File: src/rtl/aip_mux_rr_arbiter_if.sv
// Valid/ready bundle between the requester lanes, the arbiter and the downstream consumer.
// The arbiter attaches through the slave modport; the driving environment uses master.
interface aip_mux_rr_arbiter_if #(
  parameter int DATAWIDTH = 32,
  parameter int SELBITS   = 2
);
  localparam int N = 1 << SELBITS;

  logic [N-1:0]           in_valid;
  logic [N-1:0]           in_last;
  logic [N*DATAWIDTH-1:0] in_data;
  logic [N-1:0]           in_ready;
  logic                   out_valid;
  logic [DATAWIDTH-1:0]   out_data;
  logic                   out_last;
  logic [SELBITS-1:0]     out_sel;
  logic                   out_ready;

  modport master (
    output in_valid, in_last, in_data, out_ready,
    input  in_ready, out_valid, out_data, out_last, out_sel
  );

  modport slave (
    input  in_valid, in_last, in_data, out_ready,
    output in_ready, out_valid, out_data, out_last, out_sel
  );
endinterface

File: src/rtl/aip_mux_rr_arbiter.sv
// Packet-aware round-robin arbiter: grants one of N requesters, holds the grant for a
// whole packet, and registers the selected beat into a one-deep output stage.
module aip_mux_rr_arbiter #(
  parameter int DATAWIDTH = 32,
  parameter int SELBITS   = 2
) (
  input  logic                clk,
  input  logic                rst_a,
  input  logic                clr_s,
  aip_mux_rr_arbiter_if.slave bus,
  output logic                busy
);
  localparam int N = 1 << SELBITS;

  typedef enum logic {
    IDLE   = 1'b0,
    LOCKED = 1'b1
  } state_t;

  state_t               state,     state_nxt;
  logic [SELBITS-1:0]   rr_ptr,    rr_ptr_nxt;
  logic [SELBITS-1:0]   lock_id,   lock_id_nxt;
  logic                 out_valid, out_valid_nxt;
  logic [DATAWIDTH-1:0] out_data,  out_data_nxt;
  logic                 out_last,  out_last_nxt;
  logic [SELBITS-1:0]   out_sel,   out_sel_nxt;

  logic                 grant_hit;
  logic [SELBITS-1:0]   grant_id;
  logic                 slot_free;
  logic                 accept;

  // NOTE: every comb output gets a default before any branch so no latch is inferred.
  always_comb begin : grant_select
    logic [SELBITS-1:0] idx;
    grant_hit = 1'b0;
    grant_id  = '0;
    idx       = '0;
    if (state == LOCKED) begin
      grant_id  = lock_id;
      grant_hit = bus.in_valid[lock_id];
    end else begin
      // Index arithmetic wraps naturally because N is a power of two.
      for (int k = 0; k < N; k++) begin
        idx = rr_ptr + SELBITS'(k);
        if (!grant_hit && bus.in_valid[idx]) begin
          grant_hit = 1'b1;
          grant_id  = idx;
        end
      end
    end
  end

  // No requester may see an accept while either reset is discarding the capture.
  assign slot_free    = !out_valid || bus.out_ready;
  assign accept       = grant_hit && slot_free && rst_a && !clr_s;
  assign bus.in_ready = accept ? ({{(N-1){1'b0}}, 1'b1} << grant_id) : '0;

  always_comb begin : next_state
    state_nxt     = state;
    rr_ptr_nxt    = rr_ptr;
    lock_id_nxt   = lock_id;
    out_valid_nxt = out_valid;
    out_data_nxt  = out_data;
    out_last_nxt  = out_last;
    out_sel_nxt   = out_sel;
    if (clr_s) begin
      state_nxt     = IDLE;
      rr_ptr_nxt    = '0;
      lock_id_nxt   = '0;
      out_valid_nxt = 1'b0;
      out_data_nxt  = '0;
      out_last_nxt  = 1'b0;
      out_sel_nxt   = '0;
    end else if (accept) begin
      out_valid_nxt = 1'b1;
      out_data_nxt  = bus.in_data[DATAWIDTH*grant_id +: DATAWIDTH];
      out_last_nxt  = bus.in_last[grant_id];
      out_sel_nxt   = grant_id;
      if (bus.in_last[grant_id]) begin
        state_nxt  = IDLE;
        rr_ptr_nxt = grant_id + SELBITS'(1);
      end else begin
        state_nxt   = LOCKED;
        lock_id_nxt = grant_id;
      end
    end else if (out_valid && bus.out_ready) begin
      out_valid_nxt = 1'b0;
    end
  end

  // NOTE: sequential state uses non-blocking assignments so all registers update together.
  always_ff @(posedge clk or negedge rst_a) begin
    if (!rst_a) begin
      state     <= IDLE;
      rr_ptr    <= '0;
      lock_id   <= '0;
      out_valid <= 1'b0;
      out_data  <= '0;
      out_last  <= 1'b0;
      out_sel   <= '0;
    end else begin
      state     <= state_nxt;
      rr_ptr    <= rr_ptr_nxt;
      lock_id   <= lock_id_nxt;
      out_valid <= out_valid_nxt;
      out_data  <= out_data_nxt;
      out_last  <= out_last_nxt;
      out_sel   <= out_sel_nxt;
    end
  end

  assign bus.out_valid = out_valid;
  assign bus.out_data  = out_data;
  assign bus.out_last  = out_last;
  assign bus.out_sel   = out_sel;
  assign busy          = (state == LOCKED);
endmodule

File: src/flat_wrapper.sv
// flat-port wrapper written by rule: the top's interface ports become plain ports
module aip_mux_rr_arbiter_flat 
#(
  parameter int DATAWIDTH = 32,
  parameter int SELBITS   = 2
)
  (clk, rst_a, clr_s, busy, bus_in_valid, bus_in_last, bus_in_data, bus_out_ready, bus_in_ready, bus_out_valid, bus_out_data, bus_out_last, bus_out_sel);
  aip_mux_rr_arbiter_if #(.DATAWIDTH(DATAWIDTH), .SELBITS(SELBITS)) bus_i ();
  input  logic clk;
  input  logic rst_a;
  input  logic clr_s;
  output logic busy;
  input wire logic [$bits(bus_i.in_valid)-1:0] bus_in_valid;
  input wire logic [$bits(bus_i.in_last)-1:0] bus_in_last;
  input wire logic [$bits(bus_i.in_data)-1:0] bus_in_data;
  input wire logic [$bits(bus_i.out_ready)-1:0] bus_out_ready;
  output wire logic [$bits(bus_i.in_ready)-1:0] bus_in_ready;
  output wire logic [$bits(bus_i.out_valid)-1:0] bus_out_valid;
  output wire logic [$bits(bus_i.out_data)-1:0] bus_out_data;
  output wire logic [$bits(bus_i.out_last)-1:0] bus_out_last;
  output wire logic [$bits(bus_i.out_sel)-1:0] bus_out_sel;
  assign bus_i.in_valid = bus_in_valid;
  assign bus_i.in_last = bus_in_last;
  assign bus_i.in_data = bus_in_data;
  assign bus_i.out_ready = bus_out_ready;
  assign bus_in_ready = bus_i.in_ready;
  assign bus_out_valid = bus_i.out_valid;
  assign bus_out_data = bus_i.out_data;
  assign bus_out_last = bus_i.out_last;
  assign bus_out_sel = bus_i.out_sel;
  aip_mux_rr_arbiter #(.DATAWIDTH(DATAWIDTH), .SELBITS(SELBITS)) u_core (.clk(clk), .rst_a(rst_a), .clr_s(clr_s), .bus(bus_i), .busy(busy));
endmodule
File: config.mk
export PLATFORM = sky130hd
export DESIGN_NAME = aip_mux_rr_arbiter_flat
export DESIGN_NICKNAME = d
export VERILOG_FILES = /design/src/rtl/aip_mux_rr_arbiter_if.sv /design/src/rtl/aip_mux_rr_arbiter.sv /design/src/flat_wrapper.sv
export SDC_FILE = /design/constraint.sdc
export NUM_CORES = 1
export LEC_CHECK = 0
export BUFFER_PORTS_ARGS = -buffer_cell sky130_fd_sc_hd__buf_2
export CAP_MARGIN = 15
export CORE_MARGIN = 8
export CORE_UTILIZATION = 46
export DETAILED_ROUTE_END_ITERATION = 7
export PLACE_DENSITY = 0.86
export SYNTH_ARGS = -nofsm -noshare
export SYNTH_HDL_FRONTEND = slang
export SYNTH_SLANG_ARGS = --single-unit
File: constraint.sdc
create_clock -name clk -period 5.6 [get_ports clk]
set_clock_uncertainty 0.1 [all_clocks]
set_input_delay 0.28 -clock clk [delete_from_list [all_inputs] [get_ports clk]]
set_output_delay 0.28 -clock clk [all_outputs]
set_load 0.02 [all_outputs]
* Word-level counts from Yosys, hierarchy flattened
Cells that the tools add are included.
** Word-level totals
- Register bits after elaboration :: 41
- Input bits :: 140
- Output and inout port bits :: 41
- Logic and storage cells :: 82
** Cells by class
- Add/subtract/negate cells :: 4
- Order comparisons :: 6
- Equality and inequality tests :: 1
- Shift operators :: 2
- Multiplexer cells :: 44
- Reduce and logical (&&, ||, !) cells :: 18
** Operators by type and width (count)
- $shiftx 128x8->32 :: 1
- $mux 32 :: 2
- $mux 2 :: 13
- $mux 1 :: 22
- $lt 2x3->1 const B :: 6
- $bmux 1 s2 :: 6
- $logic_and 1x1->1 :: 7
- $logic_not 1->1 :: 5
- $add 2x1->2 const B :: 2
- $add 2x2->2 const B :: 2
- $mux 4 :: 1
- $reduce_and 2->1 :: 2
- $reduce_bool 2->1 :: 2
- $shl 1x2->4 const A :: 1
- $reduce_bool 3->1 :: 1
- $ne 2x2->1 const B :: 1
- $logic_or 1x1->1 :: 1

* Depth between registers and ports, before layout
- Depth in word-level cells :: 21
- Mapped depth :: 10
- Gate-level depth less buffers :: 7

* Least setup slack after synthesis
OpenSTA, ideal clock, no wires.
- Path kind :: reg2out
- Start :: reg u_core.rr_ptr[1]
- End :: out bus_in_ready[1]
- Arrival time :: 1.932 ns
- Required time :: 5.220 ns
- Setup slack :: 3.288 ns
- Cell stages (with the launch flop) :: 6
- Path buffers :: 1
- Path through :: dfrtp_1 -> o211a_1 -> o41ai_4 -> clkbuf_1 -> ha_1 -> and2_1
** On the way
- Cells in the longest elaborated chain, start to end :: 20
- Elaborated cells on any way between the ends :: 35
- Classes of those cells :: 3 x add/sub; 1 x shift; 22 x mux; 9 x reduce/logical
** Ends and longest elaborated chain
- from (decl) :: RTL line aip_mux_rr_arbiter.sv:21 : logic [SELBITS-1:0] rr_ptr, rr_ptr_nxt;
- from (signal assigned) :: RTL line aip_mux_rr_arbiter.sv:104 : rr_ptr <= rr_ptr_nxt;
- $bmux 1 s2 :: RTL line aip_mux_rr_arbiter.sv:46 : if (!grant_hit && bus.in_valid[idx]) begin
- $mux 1 (implied by the code) :: RTL line aip_mux_rr_arbiter.sv:46
- $mux 1 :: RTL line aip_mux_rr_arbiter.sv:46
- $mux 1 :: RTL line aip_mux_rr_arbiter.sv:39 : if (state == LOCKED) begin
- $logic_not 1->1 :: RTL line aip_mux_rr_arbiter.sv:46
- $logic_and 1x1->1 :: RTL line aip_mux_rr_arbiter.sv:46
- $mux 1 :: RTL line aip_mux_rr_arbiter.sv:46
- $mux 1 :: RTL line aip_mux_rr_arbiter.sv:39
- (+2 left out)
- $mux 1 :: RTL line aip_mux_rr_arbiter.sv:46
- $mux 1 :: RTL line aip_mux_rr_arbiter.sv:39
- $logic_not 1->1 :: RTL line aip_mux_rr_arbiter.sv:46
- $logic_and 1x1->1 :: RTL line aip_mux_rr_arbiter.sv:46
- $mux 1 :: RTL line aip_mux_rr_arbiter.sv:46
- $mux 1 :: RTL line aip_mux_rr_arbiter.sv:39
- $logic_and 1x1->1 (3 in series) :: RTL line aip_mux_rr_arbiter.sv:56 : assign accept = grant_hit && slot_free && rst_a && !clr_s;
- $mux 4 * :: RTL line aip_mux_rr_arbiter.sv:57 : assign bus.in_ready = accept ? ({{(N-1){1'b0}}, 1'b1} << grant_id) : '0;
- to (decl) :: RTL line flat_wrapper.sv:17 : output wire logic [$bits(bus_i.in_ready)-1:0] bus_in_ready;
Every way passes the cells marked *; elsewhere a longest branch is shown, timed or not. The select of a mux whose other input is x is not followed.

* Worst setup path after layout
- Start :: in rst_a
- End :: out bus_in_ready[2]
** On the way
- Cells in the longest elaborated chain, start to end :: 3
** Ends and longest elaborated chain
- from (decl) :: RTL line flat_wrapper.sv:10 : input logic rst_a;
- $logic_and 1x1->1 (2 in series) :: RTL line aip_mux_rr_arbiter.sv:56
- $mux 4 :: RTL line aip_mux_rr_arbiter.sv:57
Every way passes these cells.

==> results.json <==
{
  "ios": 181,
  "die_w_um": 94.1,
  "maxCapViolCount": 0,
  "syn2layout_area_growth_pct": 36.1,
  "clkTransAtPathRegs_ns": 0.07,
  "cts_sinks": 41,
  "grt_max_degree": 73,
  "rsz0062_at_grt": "no",
  "p_per_area_nw_per_um2": 276,
  "crit_fanout": 42,
  "synth_seq_cells": 41,
  "cts_tree": "yes",
  "slowest_stage": "nor2_4",
  "dr.pass1.iters": 4,
  "cp-start-kind": "input pin",
  "vdd_drop_max_mv": 0.280,
  "r2r_cells": 6,
  "ys_seq_area_share_pct": 36.6,
  "finalNetCount": 603,
  "grt_pass1_vias": 3089,
  "io_buffer_count": 180,
  "cp.arrival_ns": 3.04,
  "cpMostUsedCell": "buf_2",
  "rows": 28,
  "worstHoldPathType": "input pin to register",
  "yosysUniqueCellTypes": 33,
  "final_cells": 534,
  "antenna_found_initial": 0,
  "synthFlopType": "dfrtp_1",
  "seqCellArea_sq_um": 1030,
  "dp_hpwl_um": 6870,
  "synth_top_area_cell": "dfrtp_1",
  "async_reset_ff_share_pct": 100,
  "synth_area_leaders": "dfrtp_1 37%, mux2i_1 24%, a32o_1 11%",
  "crit_family": "simple AND/OR/NAND/NOR gates",
  "synth_nets": 435,
  "synth.avg_cell_area_sq_um": 9.63,
  "gp_congestion": 0.952,
  "vias": 2841,
  "route.detailed.drc": 0,
  "cts_buffers": 5,
  "setup_viol": 0,
  "end_kind": "output port",
  "fin_crit_sh_pct": 61.0,
  "status": "finished, final reports clean",
  "drtAntennaViolNets": 0,
  "start_util_pct": 47.3,
  "synthCells": 291,
  "slew_headroom_pct": 27.8,
  "drv_slew": 0,
  "cts_buffer_depth": 2,
  "n_antenna_cell": 0,
  "slowest_delay_ns": 0.66,
  "dieArea_sq_um": 8850,
  "crit_cells": 8,
  "grt_first_pass_wirelength_um": 13800,
  "min_path_cells": 2,
  "syn_area_sq_um": 2800,
  "path_class": "input pin to output port",
  "wire_per_inst_um": 16.1,
  "r2r_end": "u_core.lock_id[0]",
  "fmax_mhz": 293,
  "multi_input_area_sq_um": 1660,
  "cts_resized": 0,
  "synth_top_area_share_pct": 36.6,
  "worstSetupEndpoint": "bus_in_ready[2]",
  "yosysWarnings": 0,
  "dieHeight_um": 94.1,
  "final-hold-violation-count": 0,
  "worstMarginPinSlew_ns": 1.08,
  "fin_crit_ns": 3.42,
  "drtIter0Drc": 89,
  "grt_usage_pct": 19.1,
  "synth_edf_count": 0,
  "p_leak_nw": 2.26,
  "ys_top_cells_by_count": "70 x nand2_1, 67 x mux2i_1, 41 x dfrtp_1",
  "cts-root-buf": "clkbuf_8",
  "nFillCells": 500,
  "drive_above_1_share_pct": 43.1,
  "r2r_start": "u_core.rr_ptr[0]",
  "yosysMostFrequentCell": "nand2_1",
  "fin_setup_tns_ns": 0,
  "cp.required_ns": 5.22,
  "dp_cells": 526,
  "clock_latency_ns": 0.28,
  "crit_path_start": "rst_a",
  "grt_overflow": 0,
  "path_cells": "dlygate4sd3_1 > buf_2 > buf_4 > nand2_1 > or3_1 > nor2_4 > and2_1 > buf_2",
  "vias_per_cell": 5.32,
  "rrSetupSlack_ns": 2.58,
  "drt-total-wl_um": 8620,
  "core_sq_um": 5920,
  "cts.htree.levels": 2,
  "path_buf_inv": 4
}
[registers in the layout, summed over array words and instances (netlist names)]
name and flops:
u_core.bus.out_data 32, u_core.bus.out_sel 2, u_core.lock_id 2, u_core.rr_ptr 2, u_core.bus.out_last 1, u_core.bus.out_valid 1, u_core.busy 1
[through the flow]
stage | utilization [%] | area (sq um) | power [mW] | setup slack [ns] | hold WS, ns
final | 64.4 | 3810 | 1.05 | 2.18 | 0.249
after global routing | 64.4 | 3810 | 1.12 | 1.89 | 0.255
after CTS | 64.4 | 3810 | 1.06 | 2.14 | 0.238
after detailed placement | 62.8 | 3720 | 0.876 | 2.59 | 0.278
after global placement | 62.8 | 3720 | 0.859 | 2.78 | 0.265
after floorplan | - | 2800 | 0.723 | 3.29 | -0.116
[worst min path at each step]
stage,slack (ns),start,to
2_1_floorplan,-0.12,rst_a,u_core.bus.out_data[0]
3_3_place_gp,0.27,rst_a,u_core.bus.out_data[13]
3_5_place_dp,0.28,rst_a,u_core.bus.out_data[14]
4_1_cts,0.24,clr_s,u_core.bus.out_last
5_1_grt,0.25,clr_s,u_core.bus.out_sel[1]
6_report,0.25,clr_s,u_core.bus.out_sel[1]
[power breakdown]
part	switching (mW)	internal [mW]
Sequential	0.0276	0.337
Clock	0.0888	0.0977
Combinational	0.283	0.217
Total	0.400	0.652
[layer usage]
metal	vias to the layer above	GRT usage [%]	share of wire [%]
li1	1390	-	-
met1	1319	20.7	38
met2	122	34.7	52
met3	10	5.92	8.3
met4	0	5.28	1.2
met5	-	0	0
[cells by family (layout without fill, tap and decap cells)]
family	count (synthesis)	in the layout	share of synthesized area, %
compound gates	48	48	16.0
fa+ha+maj	4	4	1.79
buf+inv	26	194	4.46
flops	41	41	36.6
mux	70	70	25.5
simple gates	102	102	15.6
[cell type report]
cell class | instances | share of cell area [%]
timing repair buffer | 184 | 24.5
sequential | 41 | 26.9
inverter | 3 | 0.295
clock buffer | 7 | 2.26
tap | 75 | 2.46
multi-input combinational | 224 | 43.6
[placed cells by master, fill, tap and decap left out, types with 2 or more instances in the layout]
cell	count
a21oi_1	6
nor2b_1	4
buf_2	180
inv_2	2
clkbuf_8	6
nand2_1	70
a2111oi_0	2
nand2b_1	5
mux2i_1	67
a32o_1	32
nor2_1	11
nor2_2	2
and2_1	4
nor3_1	2
dfrtp_1	41
buf_4	3
ha_1	4
[timing repair]
| action | CTS | global route |
|---|---|---|
| hold buffers | 1 | 0 |
| endpoints found under the setup margin | 0 | 0 |
| hold endpoints to repair | 41 | 0 |
| buffers inserted | 0 | 0 |
(Power assumes the default switching activity.)
